File: src/rtl/spike_rate_decoder.sv
//----------------------------------------------------------------------------
// Module   : spike_rate_decoder
// Function : Converts a neuron spike bus into a windowed spike rate (valid/
//            ready output with sticky overrun) and the last inter-spike interval.
// Revision : 1.0 - initial release
//----------------------------------------------------------------------------
`default_nettype none

module spike_rate_decoder #(
  parameter int WINDOW = 256,
  parameter int RATE_W = 8,
  parameter int ISI_W  = 16
) (
  input  logic              clk,
  input  logic              rst_n,
  input  logic              en,
  input  logic [7:0]        spike_in,
  input  logic              rate_ready,
  output logic [RATE_W-1:0] rate_out,
  output logic              rate_valid,
  output logic              overrun,
  output logic [ISI_W-1:0]  isi_out,
  output logic              isi_valid,
  output logic              spike_event
);

  localparam int                c_win_w    = (WINDOW > 1) ? $clog2(WINDOW) : 1;
  localparam logic [c_win_w-1:0] c_win_last = c_win_w'(WINDOW - 1);
  localparam logic [RATE_W-1:0] c_rate_max = '1;
  localparam logic [ISI_W-1:0]  c_isi_max  = '1;

  typedef enum logic [1:0] {
    S_IDLE  = 2'd0,
    S_ARM   = 2'd1,
    S_TRACK = 2'd2
  } state_t;

  state_t              r_state;
  logic                r_s_q;
  logic                r_s_d;
  logic                r_en_d;
  logic [c_win_w-1:0]  r_win_cnt;
  logic [RATE_W-1:0]   r_spk_cnt;
  logic [ISI_W-1:0]    r_isi_cnt;
  logic [RATE_W-1:0]   r_rate;
  logic                r_rate_valid;
  logic                r_overrun;
  logic [ISI_W-1:0]    r_isi;
  logic                r_isi_valid;

  logic                w_event;
  logic                w_active;
  logic                w_close;
  logic [RATE_W-1:0]   w_cnt_inc;

  assign w_event   = r_s_q & ~r_s_d;
  assign w_active  = en & (r_state != S_IDLE);
  assign w_close   = w_active & (r_win_cnt == c_win_last);
  // Count including this cycle's event, held at full scale.
  assign w_cnt_inc = (w_event && (r_spk_cnt != c_rate_max)) ?
                     r_spk_cnt + RATE_W'(1) : r_spk_cnt;

  always_ff @(posedge clk or negedge rst_n) begin
    if (!rst_n) begin
      r_state      <= S_IDLE;
      r_s_q        <= 1'b0;
      r_s_d        <= 1'b0;
      r_en_d       <= 1'b0;
      r_win_cnt    <= '0;
      r_spk_cnt    <= '0;
      r_isi_cnt    <= '0;
      r_rate       <= '0;
      r_rate_valid <= 1'b0;
      r_overrun    <= 1'b0;
      r_isi        <= '0;
      r_isi_valid  <= 1'b0;
    end else begin
      r_s_q       <= |spike_in;
      r_s_d       <= r_s_q;
      r_en_d      <= en;
      r_isi_valid <= 1'b0;

      if (!en) begin
        r_state   <= S_IDLE;
        r_win_cnt <= '0;
        r_spk_cnt <= '0;
        r_isi_cnt <= '0;
      end else begin
        case (r_state)
          S_IDLE: r_state <= S_ARM;
          S_ARM: begin
            if (w_event) begin
              r_state   <= S_TRACK;
              r_isi_cnt <= ISI_W'(1);
            end
          end
          S_TRACK: begin
            if (w_event) begin
              r_isi       <= r_isi_cnt;
              r_isi_valid <= 1'b1;
              r_isi_cnt   <= ISI_W'(1);
            end else if (r_isi_cnt != c_isi_max) begin
              r_isi_cnt <= r_isi_cnt + ISI_W'(1);
            end
          end
          default: r_state <= S_IDLE;
        endcase

        if (r_state != S_IDLE) begin
          if (w_close) begin
            r_win_cnt <= '0;
            r_spk_cnt <= '0;
          end else begin
            r_win_cnt <= r_win_cnt + c_win_w'(1);
            r_spk_cnt <= w_cnt_inc;
          end
        end
      end

      // A closing window always wins over a transfer on the same edge.
      if (w_close) begin
        r_rate       <= w_cnt_inc;
        r_rate_valid <= 1'b1;
        if (r_rate_valid && !rate_ready) begin
          r_overrun <= 1'b1;
        end
      end else if (r_rate_valid && rate_ready) begin
        r_rate_valid <= 1'b0;
      end

      if (en && !r_en_d) begin
        r_overrun <= 1'b0;
      end
    end
  end

  assign rate_out    = r_rate;
  assign rate_valid  = r_rate_valid;
  assign overrun     = r_overrun;
  assign isi_out     = r_isi;
  assign isi_valid   = r_isi_valid;
  assign spike_event = w_event;

endmodule

`default_nettype wire

File: config.mk
export PLATFORM = sky130hd
export DESIGN_NAME = spike_rate_decoder
export DESIGN_NICKNAME = d
export VERILOG_FILES = /design/src/rtl/spike_rate_decoder.sv
export SDC_FILE = /design/constraint.sdc
export NUM_CORES = 1
export LEC_CHECK = 0
export CORE_ASPECT_RATIO = 1.1
export CORE_UTILIZATION = 37
export CTS_CLUSTER_SIZE = 8
export DETAILED_ROUTE_END_ITERATION = 8
export GPL_ROUTABILITY_DRIVEN = 0
export HOLD_SLACK_MARGIN = 0.02
export PLACE_DENSITY = 0.59
export SKIP_LAST_GASP = 1
export SLEW_MARGIN = 15
export SYNTH_ARGS = -nofsm -noshare
export SYNTH_HDL_FRONTEND = slang
export SYNTH_SLANG_ARGS = --single-unit
File: constraint.sdc
create_clock -name clk -period 2.8 [get_ports clk]
set_input_delay 0.56 -clock clk [delete_from_list [all_inputs] [get_ports clk]]
set_output_delay 0.56 -clock clk [all_outputs]
set_load 0.05 [all_outputs]
==> impl_results.md, run 1 <==
* Fin Clk Skew at 7.15 ps
* Top_reg_cell synth: dfrtp_1
* Crit path kind: reg2out
* Min cycle time layout at 2550 ps
* Post-Syn Area per Cell at 10.2 um2
* DP Area at 3590 um2
* First-pass GRT wire length at 10800 um
* Initial antenna violation count at 0
* Final TNS setup at 0 ps
* CP Capture Type: output pin
* Vias/cell at 5.15
* Final Max Slew Viols at 0
* Ranking of synthesized cells by area: dfrtp_1 (52%), mux2_2 (5.9%), o21ai_0 (4.9%), nand2_1 (4.3%), nor2_1 (2.3%)
* IR drop worst, VDD at 265 uV
* Hold Buf Count CTS at 0
* Initial core utilization at 0.385
* Finished Layout Cells at 459
* Number of flops mapped to enable cells by yosys at 0
* Worst path cell trace: nand2b_1 -> inv_1 -> clkdlybuf4s50_1
* Post-CTS setup buffers at 0
* Clock buffer depth at 2
* DR vias at 2366
* Final setup fails at 0
* Share of post-route cells with drive strength above 1 at 0.134
* Clock root buffer: clkbuf_8
* Syn-to-layout area delta at 25.0%
* Synth warn at 0
* Dpl cells at 443
* Total gr overflow at 0
* Post-synthesis sequential area ratio at 0.522
* Async SR Flop Fraction at 1.00
* Syn nets at 317
* CTS buffer count at 9
* Max-cap violations at 0
* Multi-input logic area at 1370 um2
* Synth area leader: dfrtp_1
* Total track usage at 0.163
* Drt wl/cell at 13.5 um
* Final Instance Area at 3830 um2
* Slew headroom at 0.648
* Post-synth cell types at 48
* Nets at 361
* H-tree depth at 3
* # rows at 34
* Routed WL at 6180 um
* Final period utilization at 0.910
* Clock transition at path regs at 70 ps
* Worst hold margin at 194 ps
* Pre-CTS WS at 317 ps
* 1st-iter DRT viols at 112
* Critical path buffers and inverters at 2
* Yosys top cell area share at 0.522
* LEAKAGE at 1.65 nW
* Hpwl dp at 4370 um
* ANT cells at 0
* Die Ht at 97.5 um
* Final design utilization at 0.482
* TritonCTS clock tree: done
* CP Max Fanout at 5
* Cts repair resizes at 0
* PwrDens at 511 nW/um2
* Core area at 7960 um2
* Register area at 1600 um2
* Largest net degree at the start of global routing at 44
* Slew @ Worst Pin at 528 ps
* Drt drc at 0
* Unrepaired setup endpoints after global routing: no
* Max frequency at 0.392 GHz
* # fillers at 757
* Buffers on Ports at 39
* Fin. Hold Viols at 0
* Detailed Routing Iterations Pass 1 at 4
* Clock Sinks at 64
* DIE WIDTH at 88.8 um
* Number of global-route vias before repair at 2310
* Crit-path leading delay family: buffers and inverters
* Type of origin of the critical path: flip-flop
* Status: finished clean
* Yosys reg bits at 64
* Hold Crit Class: in2async
* Final ANT Viol Nets at 0
* IO Count at 40
* Critical path's slowest cell: clkdlybuf4s50_1
* Syn Std Cell Area at 3070 um2
* Mapped Cells at 302
* Die area at 8650 um2
* Crit path arrival time at 1990 ps
* Critical path data required time at 2240 ps
* Crit path largest cell delay at 840 ps
* Total power at 1.96 mW
* Worst skew pair latency at 340 ps
* Final Worst Setup Slack at 251 ps
==> synthesized netlist by cell type, drive strengths merged (2+ instances only) <==
cell,number
a31oi,5
inv,7
nand2b,3
nor4,5
nor2,19
and2,5
and3,11
o211ai,2
xnor2,4
o2111ai,2
nand3b,2
nand2,35
a21boi,2
or3,4
or4,2
nand3,15
xor2,7
o21ai,37
buf,7
mux2i,2
a21oi,10
nand4,8
ha,3
clkbuf,6
a41oi,3
dfrtp,64
mux2,16
==> final cells by class <==
type / count / area share
Clock inverter: 7 / 0.0314
Timing Repair Buffer: 46 / 0.118
Inverter: 7 / 0.00686
Sequential cell: 64 / 0.418
Clock buffer: 9 / 0.0323
Tap cell: 108 / 0.0353
Multi-Input combinational cell: 218 / 0.359
==> state kept, by name (all words and copies together), names as in the netlist, 2 cells and up <==
name	flops
isi_out	16
r_isi_cnt	16
r_spk_cnt	8
r_state	2
r_win_cnt	8
rate_out	8
==> kinds of logic (layout without fill, tap and decap cells) <==
family	count (synthesis)	after routing	share of synthesized area
buffers and inverters	20	69	0.0294
adders and majority gates	3	3	0.0122
AOI/OAI and AO/OA	72	72	0.145
muxes	18	18	0.0653
and+or+nand+nor	114	114	0.194
xor gates and xnor gates	11	11	0.0314
DFF	64	64	0.522
==> report_power, final <==
group / internal, mW / switching (mW) / total (mW)
clock network: 0.592 / 0.363 / 0.955
registers: 0.928 / 0.00449 / 0.933
logic: 0.0278 / 0.0438 / 0.0716
==> routing by layer <==
metal	vias up	routed length [um]	track usage
met2	54	2560	0.231
met5	-	0	0
met4	0	143	0.0806
met3	14	216	0.0331
li1	1186	-	-
met1	1112	3260	0.233
==> cells in the final DEF (no fill, tap or decap), drive strengths merged, types with 3 or more instances in the layout <==
cell type	count
nand2b	3
xor2	7
buf	8
a31oi	5
nand4	8
a41oi	3
nand2	35
a21oi	10
or3	4
ha	3
nor2	19
nand3	15
bufinv	3
and3	11
mux2	16
xnor2	4
and2	5
o21ai	37
clkinv	3
clkdlybuf4s50	38
inv	7
clkbuf	9
nor4	5
dfrtp	64
==> path summary, 6_finish.rpt <==
kind	startpoint	cells after the start	end	slack (ps)
max	r_s_d	3	spike_event	250
min	rst_n	1	r_s_q	190
max reg2reg	r_isi_cnt[0]	6	r_isi_cnt[9]	760
min reg2reg	r_s_q	0	r_s_d	440
max in group asynchronous	rst_n	2	r_isi_cnt[10]	2000
min in group clk	r_s_q	0	r_s_d	440
Power figures use the tool's default switching activity.
==> run 2: changes to the inputs <==
--- a/config.mk
+++ b/config.mk
@@ -7,7 +7,8 @@
 export LEC_CHECK = 0
 export CORE_ASPECT_RATIO = 1.1
 export CORE_UTILIZATION = 37
-export CTS_CLUSTER_SIZE = 8
+export CTS_CLUSTER_DIAMETER = 100
+export CTS_CLUSTER_SIZE = 12
 export DETAILED_ROUTE_END_ITERATION = 8
 export GPL_ROUTABILITY_DRIVEN = 0
 export HOLD_SLACK_MARGIN = 0.02
==> results of run 2 <==
Final layout, timing and power as in run 1 (identical DEF).
